## src/rtl/cam_ctrl_pkg.sv

```systemverilog
// Shared types and defaults for the camera capture sequencer.
// The frame counter is present only when FRAME_CNT_EN is defined.
package cam_ctrl_pkg;

    typedef enum logic [2:0] {
        ST_IDLE     = 3'd0,
        ST_CFG_REQ  = 3'd1,
        ST_CFG_WAIT = 3'd2,
        ST_SYNC     = 3'd3,
        ST_LIVE     = 3'd4,
        ST_FROZEN   = 3'd5,
        ST_ERROR    = 3'd6
    } state_t;

    // 1 s at 50 MHz
    localparam int DEF_CFG_TIMEOUT = 50_000_000;
    localparam int DEF_START_PULSE = 4;
    localparam int DEF_FCNT_W      = 16;

    // VSYNC is high during blanking; synchroniser flops start there
    localparam logic VS_BLANK = 1'b1;

    // Bits needed to hold a count of 0..n-1 (never less than one bit)
    function automatic int cnt_width(input int n);
        return (n <= 2) ? 1 : $clog2(n);
    endfunction

    localparam int DEF_TCNT_W = cnt_width(DEF_CFG_TIMEOUT);

endpackage

```

## src/rtl/cam_capture_ctrl_vsync_sync.sv

```systemverilog
// Brings raw camera VSYNC into the system clock domain and produces
// one-cycle rise (frame end) and fall (frame start) pulses.
module vsync_sync
    import cam_ctrl_pkg::*;
(
    input  logic clk,
    input  logic rst_n,
    input  logic vsync_async,
    output logic vs_rise,
    output logic vs_fall
);

    logic meta_reg;
    logic sync_reg;
    logic prev_reg;
    logic rise_reg;
    logic fall_reg;

    // Two-flop synchroniser, history flop and registered edge pulses;
    // all history starts at blanking so reset release never looks like an edge
    always_ff @(posedge clk or negedge rst_n) begin
        if (!rst_n) begin
            meta_reg <= VS_BLANK;
            sync_reg <= VS_BLANK;
            prev_reg <= VS_BLANK;
            rise_reg <= 1'b0;
            fall_reg <= 1'b0;
        end else begin
            meta_reg <= vsync_async;
            sync_reg <= meta_reg;
            prev_reg <= sync_reg;
            rise_reg <= sync_reg & ~prev_reg;
            fall_reg <= prev_reg & ~sync_reg;
        end
    end

    assign vs_rise = rise_reg;
    assign vs_fall = fall_reg;

endmodule

```

## src/rtl/cam_capture_ctrl.sv

```systemverilog
// Capture sequencer: starts camera configuration with a timeout guard,
// gates BRAM writes to whole frames and supports snapshot freeze/resume.
// Build option: FRAME_CNT_EN adds the completed-frame counter.
module cam_capture_ctrl
    import cam_ctrl_pkg::*;
#(
    parameter int CFG_TIMEOUT = DEF_CFG_TIMEOUT,
    parameter int START_PULSE = DEF_START_PULSE,
    parameter int FCNT_W      = DEF_FCNT_W
) (
    input  logic              i_top_clk,
    input  logic              w_rst_btn_db,
    input  logic              i_start,
    input  logic              i_snap,
    input  logic              i_resume,
    input  logic              i_cam_done,
    input  logic              i_vsync,
    output logic              o_cam_start,
    output logic              o_wr_en,
    output logic              o_frozen,
    output logic              o_busy,
    output logic              o_err,
    output logic [FCNT_W-1:0] o_frame_cnt
);

    localparam int TCNT_W = cnt_width(CFG_TIMEOUT);
    localparam int PCNT_W = cnt_width(START_PULSE);
    localparam logic [TCNT_W-1:0] TCNT_LAST = TCNT_W'(CFG_TIMEOUT - 1);
    localparam logic [PCNT_W-1:0] PCNT_LAST = PCNT_W'(START_PULSE - 1);

    state_t state_reg, state_next;

    logic [PCNT_W-1:0] pcnt_reg;
    logic [TCNT_W-1:0] tcnt_reg;
    logic              tmo_reg;
    logic              snap_pending_reg;

    logic cam_start_reg, cam_start_next;
    logic wr_en_reg,     wr_en_next;
    logic frozen_reg,    frozen_next;
    logic busy_reg,      busy_next;
    logic err_reg,       err_next;

    logic vs_rise;
    logic vs_fall;

    vsync_sync u_vsync_sync (
        .clk         (i_top_clk),
        .rst_n       (w_rst_btn_db),
        .vsync_async (i_vsync),
        .vs_rise     (vs_rise),
        .vs_fall     (vs_fall)
    );

    // Pulse-width count, timeout count/flag and snapshot request; each
    // clears whenever its owning state is not active
    always_ff @(posedge i_top_clk or negedge w_rst_btn_db) begin
        if (!w_rst_btn_db) begin
            pcnt_reg         <= '0;
            tcnt_reg         <= '0;
            tmo_reg          <= 1'b0;
            snap_pending_reg <= 1'b0;
        end else begin
            pcnt_reg <= (state_reg == ST_CFG_REQ) ? pcnt_reg + 1'b1 : '0;
            if (state_reg == ST_CFG_WAIT) begin
                if (tcnt_reg != TCNT_LAST) begin
                    tcnt_reg <= tcnt_reg + 1'b1;
                end
            end else begin
                tcnt_reg <= '0;
            end
            tmo_reg <= (state_reg == ST_CFG_WAIT) && (tcnt_reg == TCNT_LAST);
            if (state_reg == ST_LIVE) begin
                snap_pending_reg <= (snap_pending_reg | i_snap) & ~vs_rise;
            end else begin
                snap_pending_reg <= 1'b0;
            end
        end
    end

    // State register together with the registered outputs
    always_ff @(posedge i_top_clk or negedge w_rst_btn_db) begin
        if (!w_rst_btn_db) begin
            state_reg     <= ST_IDLE;
            cam_start_reg <= 1'b0;
            wr_en_reg     <= 1'b0;
            frozen_reg    <= 1'b0;
            busy_reg      <= 1'b0;
            err_reg       <= 1'b0;
        end else begin
            state_reg     <= state_next;
            cam_start_reg <= cam_start_next;
            wr_en_reg     <= wr_en_next;
            frozen_reg    <= frozen_next;
            busy_reg      <= busy_next;
            err_reg       <= err_next;
        end
    end

    // Next-state decision; camera done takes priority over the timeout
    always_comb begin
        state_next = state_reg;
        case (state_reg)
            ST_IDLE:     if (i_start) state_next = ST_CFG_REQ;
            ST_CFG_REQ:  if (pcnt_reg == PCNT_LAST) state_next = ST_CFG_WAIT;
            ST_CFG_WAIT: begin
                if (i_cam_done) begin
                    state_next = ST_SYNC;
                end else if (tmo_reg) begin
                    state_next = ST_ERROR;
                end
            end
            ST_SYNC:     if (vs_fall) state_next = ST_LIVE;
            ST_LIVE:     if (vs_rise && (snap_pending_reg || i_snap)) state_next = ST_FROZEN;
            ST_FROZEN:   if (i_resume) state_next = ST_SYNC;
            ST_ERROR:    if (i_start) state_next = ST_CFG_REQ;
            default:     state_next = ST_IDLE;
        endcase
    end

    // Outputs decoded from the next state so they register in step with it
    always_comb begin
        cam_start_next = (state_next == ST_CFG_REQ);
        wr_en_next     = (state_next == ST_LIVE);
        frozen_next    = (state_next == ST_FROZEN);
        busy_next      = (state_next == ST_CFG_REQ) || (state_next == ST_CFG_WAIT) ||
                         (state_next == ST_SYNC);
        err_next       = (state_next == ST_ERROR);
    end

    assign o_cam_start = cam_start_reg;
    assign o_wr_en     = wr_en_reg;
    assign o_frozen    = frozen_reg;
    assign o_busy      = busy_reg;
    assign o_err       = err_reg;

`ifdef FRAME_CNT_EN
    logic [FCNT_W-1:0] fcnt_reg;

    // Count every frame end seen while writing, including the freezing one
    always_ff @(posedge i_top_clk or negedge w_rst_btn_db) begin
        if (!w_rst_btn_db) begin
            fcnt_reg <= '0;
        end else if ((state_reg == ST_LIVE) && vs_rise) begin
            fcnt_reg <= fcnt_reg + 1'b1;
        end
    end

    assign o_frame_cnt = fcnt_reg;
`else
    assign o_frame_cnt = '0;
`endif

endmodule

```

## config.mk

```make
export PLATFORM = sky130hd
export DESIGN_NAME = cam_capture_ctrl
export DESIGN_NICKNAME = d
export VERILOG_FILES = /design/src/rtl/cam_ctrl_pkg.sv /design/src/rtl/cam_capture_ctrl_vsync_sync.sv /design/src/rtl/cam_capture_ctrl.sv
export SDC_FILE = /design/constraint.sdc
export NUM_CORES = 1
export LEC_CHECK = 0
export ABC_AREA = 1
export BUFFER_PORTS_ARGS = -buffer_cell sky130_fd_sc_hd__clkbuf_2
export CORE_UTILIZATION = 35
export CTS_BUF_LIST = sky130_fd_sc_hd__clkbuf_16
export CTS_CLUSTER_DIAMETER = 100
export DETAILED_ROUTE_END_ITERATION = 6
export GPL_TIMING_DRIVEN = 0
export PLACE_DENSITY = 0.51
export SLEW_MARGIN = 0
export SYNTH_ARGS = -nofsm -noshare
export SYNTH_HDL_FRONTEND = slang
export SYNTH_SLANG_ARGS = --single-unit
```

## constraint.sdc

```tcl
create_clock -name i_top_clk -period 2.6 [get_ports i_top_clk]
set_input_delay 0.26 -clock i_top_clk [delete_from_list [all_inputs] [get_ports i_top_clk]]
set_output_delay 0.26 -clock i_top_clk [all_outputs]
set_load 0.02 [all_outputs]
```

# == After elaboration in Yosys (flattened, before gate mapping) ==
# Index checks and enable logic that the tools add are counted.
# word_totals
word_cells,59
out_inout_bits,21
input_bits,7
ff_bits,43
# op_classes
n_eq_ne,16
bitwise,7
muxes,12
reduce_logical,7
addsub,2
# ops
cell,count
two-way mux 26 bit,2
adder 26 x 1 -> 26 bit (second input constant),1
== test 26 bit (second input constant),1
inequality test 26 bit (second input constant),1
two-way mux 3 bit,7
== test 3 bit (second input constant),6
one-hot mux 3 bit (6 select lines),1
== test 3 x 2 -> 1 bit (second input constant),4
== test 3 x 1 -> 1 bit (second input constant),2
bitwise AND 1 bit,3
zero test 3 bit,1
logical OR 1 bit,3
inverter 1 bit,3
adder 2 x 1 -> 2 bit (second input constant),1
== test 2 bit (second input constant),1
logical AND 1 bit,2
two-way mux 2 bit,1
inequality test 2 bit (second input constant),1
OR reduction 2 bit,1
two-way mux 1 bit,1
bitwise OR 1 bit,1

# == Depth between registers and ports, before layout ==
# depth
depth_word,7
ltp_mapped,9
depth_no_buf,9

# == Hierarchy ==
# A second synthesis with hierarchy kept.
# unflattened
hier_cells,360
area_unflattened_um2,2606.2
# by_module_without_submodules
module,cells_each,seq_area_each_um2,area_each_um2,n_inst
cam_capture_ctrl,351,950.9,2462.4,1
vsync_sync,9,128.9,143.9,1

# == Least setup slack after synthesis ==
# Ideal clock, no wire load.
# synth_path
kind,register -> register
from,register tcnt_reg[0]
to,register tcnt_reg[7]
path_buffers,0
setup_time_ns,0.113
setup_slack_ns,1.267
stages_incl_launch_ff,9
required_ns,2.487
t_arrival_ns,1.219
synth_period_minus_slack_ns,1.333
cell_sequence,dfrtp_1 ha_1 nand2_2 nor2_8 nand3_2 nor2_4 nand3_2 nand2_1 inv_1
# synth_between
elab_chain_cells,3
word_cells_on_any_way,5
classes_between,1 x add/sub; 2 x eq/ne; 2 x mux
# synth_lines
item,line,text
start: declaration,cam_capture_ctrl.sv:34,logic [TCNT_W-1:0] tcnt_reg;
start signal: assignment,cam_capture_ctrl.sv:67,tcnt_reg <= tcnt_reg + 1'b1;
adder 26 x 1 -> 26 bit,cam_capture_ctrl.sv:67,
two-way mux 26 bit,cam_capture_ctrl.sv:66,if (tcnt_reg != TCNT_LAST) begin
two-way mux 26 bit,cam_capture_ctrl.sv:65,if (state_reg == ST_CFG_WAIT) begin
# Several ways; a longest one is shown, not always the timed one. The select of a mux whose other input is x is not followed.
# A chain may end at the register's enable or synchronous reset.

# == Final worst setup path ==
# Same ends and word-level chain as after synthesis.

==> impl_metrics.json <==
{
  "outcome": "complete, no violations",
  "grt_max_degree": 44,
  "cts.htree.levels": 2,
  "synthesis.instances": 348,
  "initial_antenna_violation_count": 0,
  "area.growth.synth_to_final_pct": 14.8,
  "nets": 390,
  "initial_utilization": 0.368,
  "cts_inserted_buffers": 5,
  "hpwlAfterDp_um": 4070,
  "number_of_flip_flops_in_the_largest_register": 26,
  "routed_via_density": 4.32,
  "post_synth_edffs": 0,
  "skew_ps": 9.09,
  "detail-route-antenna-nets": 0,
  "synthesis.yosys.warnings": 0,
  "drv_slew": 0,
  "wl_per_cell_um": 11.0,
  "grt_pass1_vias": 1955,
  "ir_worst_vdd_mv": 0.256,
  "layout-drive-gt1-share": 0.183,
  "worst_hold_slack_ps": 49.9,
  "placed_instance_count": 470,
  "ffs_latches_synth": 43,
  "io_pins": 28,
  "worst_ep_arrival_time_ps": 1720,
  "clk_transition_reported_paths_ps": 60,
  "placeableCoreArea_mm2": 0.00687,
  "finalWirelength_um": 5260,
  "asyncSetResetFlopFracSynth": 1.00,
  "die_w_um": 86.9,
  "count_of_hold_buffers_inserted_by_post_cts_repair": 0,
  "ctsRootBufferMaster": "clkbuf_16",
  "cts_resized": 0,
  "timing.critical_path.buf_inv": 1,
  "setup_cp_type": "reg2reg",
  "maxClockFrequency_mhz": 651,
  "instances_no_fill": 478,
  "route.detailed.drc": 0,
  "cp_cell_sequence": "ha_1 > nand2_2 > nor2_8 > nand3_2 > nor2_4 > nand3_2 > nand2_1 > inv_1",
  "first_pass_iteration_count_of_the_detailed_router": 4,
  "buffer_ports.inserted": 11,
  "timing.critical_path.mode_cell": "nand3_2",
  "totalNegativeSetupSlack_ps": 0,
  "final_critical_path_setup_slack_ps": 1060,
  "final-hold-violation-count": 0,
  "floorplan.die_area_mm2": 0.00756,
  "cp-start-kind": "register",
  "pwr_density_cell_mw_per_mm2": 625,
  "count_of_maximum_capacitance_violations": 0,
  "globalRouteTotalUtil": 0.159,
  "grt_setup_unrepaired": "false",
  "period_share": 0.591,
  "worst_setup_path_end_kind": "register",
  "finalWeightedCongestion": 0.812,
  "syn_area_mm2": 0.00252,
  "worst_slew_pin_slew_ps": 1080,
  "final_common_cell": "nand2_1",
  "slowest_delay_ps": 390,
  "route.vias.total": 2066,
  "crit-reg2reg-launch": "tcnt_reg[0]$_DFFE_PN0N_",
  "max_slew_headroom_at_the_worst_pin": 0.282,
  "antenna-diode-count": 0,
  "cts_tree": "yes",
  "floorplan_die_height_um": 86.9,
  "seq_area_frac_synth": 0.428,
  "total_number_of_placement_rows": 30,
  "synth.avg_cell_area_um2": 7.26,
  "worstSetupStartpoint": "tcnt_reg[0]$_DFFE_PN0N_",
  "clock_sinks": 43,
  "worst-path-max-fanout": 8,
  "finalCoreUtilization": 0.422,
  "global_route_wire_length_before_repair_um": 9150,
  "dr.first_iter.drc_count": 113,
  "synth-main-ff-cell": "dfrtp_1",
  "timing.critical_path.slowest_stage_cell": "dfrtp_1",
  "r2r_slack_ps": 1060,
  "cts_setup_buffers": 0,
  "cp.required_ps": 2780,
  "worst_hold_path_type": "in2reg",
  "ys_types": 30,
  "setup_viols_final": 0,
  "crit_path_leading_delay_family": "simple AND/OR/NAND/NOR gates",
  "timing.final.crit_period_ps": 1540,
  "gr-total-overflow": 0,
  "p_leak_nw": 1.36,
  "cts.path.max_buffers": 2,
  "clock_latency_ps": 280,
  "hold_path.startpoint": "i_vsync",
  "worst_setup_slack_after_placement_ps": 1050,
  "layout_common_cells": "103 x nand2_1, 65 x nor2_1, 40 x dfrtp_1, 36 x inv_1, 25 x nand3_1"
}
==> where the power goes <==
group          switching [mW]  internal [mW]  total, mW
Combinational           0.296          0.148      0.444
Sequential             0.0362          0.731      0.767
Clock                   0.251          0.350      0.601
==> cell type report <==
class	count	area, µm²
Clock buffer	5	125
Buffer	19	144
Clock inverter	3	16.3
Fill cell	715	3970
Inverter	39	146
Tap cell	96	120
Multi-Input combinational cell	262	1210
Timing Repair Buffer	11	55.1
Sequential cell	43	1080
==> cell usage after synthesis (2+ instances only) <==
library cell	n	share of area
ha_1	2	0.0099
nor2_8	2	0.016
nand4_1	5	0.012
inv_1	35	0.052
o21ai_0	4	0.0079
inv_2	4	0.0059
or2_2	2	0.0050
xor2_1	2	0.0069
nor2_4	3	0.013
nor2_1	65	0.097
nand2_1	103	0.15
buf_4	17	0.051
nor2_2	9	0.022
dfstp_2	3	0.031
nand3_2	2	0.0079
nor3_1	2	0.0040
a21oi_1	6	0.012
o21ai_1	2	0.0040
nand2_2	6	0.015
nand3_1	25	0.050
dfrtp_1	40	0.40
==> per-stage QoR <==
| stage | power [mW] | cell area [µm²] |
|---|---|---|
| after floorplan | 1.12 | 2580 |
| after global placement | 1.23 | 2760 |
| after detailed placement | 1.23 | 2760 |
| after CTS | 1.84 | 2900 |
| after global routing | 1.93 | 2900 |
| final | 1.81 | 2900 |
==> kinds of logic after synthesis <==
group | synth area share
flip-flops | 0.428
adder cells (fa/ha/maj) | 0.00991
XOR/XNOR | 0.0104
AND/OR/NAND/NOR | 0.406
other | 0.00149
AO/OA/AOI/OAI | 0.0297
buffers and inverters | 0.115
==> metal layers <==
metal,vias to the layer above,global-route usage,routed length (µm)
li1,1105,-,-
met1,923,0.229,2750
met2,32,0.241,2250
met3,6,0.0360,197
met4,0,0.0409,69
met5,-,0,0
==> final timing paths <==
path,to,cells after the start
setup / recovery,tcnt_reg[7]$_DFFE_PN0N_,8
hold / removal,u_vsync_sync.meta_reg$_DFF_PN1_,1
hold reg to reg,u_vsync_sync.sync_reg$_DFF_PN1_,0
min in group asynchronous,o_wr_en$_DFF_PN0_,1
setup reg to reg,tcnt_reg[7]$_DFFE_PN0N_,8
max in group asynchronous,tcnt_reg[20]$_DFFE_PN0N_,1
No activity file was read; power rests on OpenSTA's default activity.
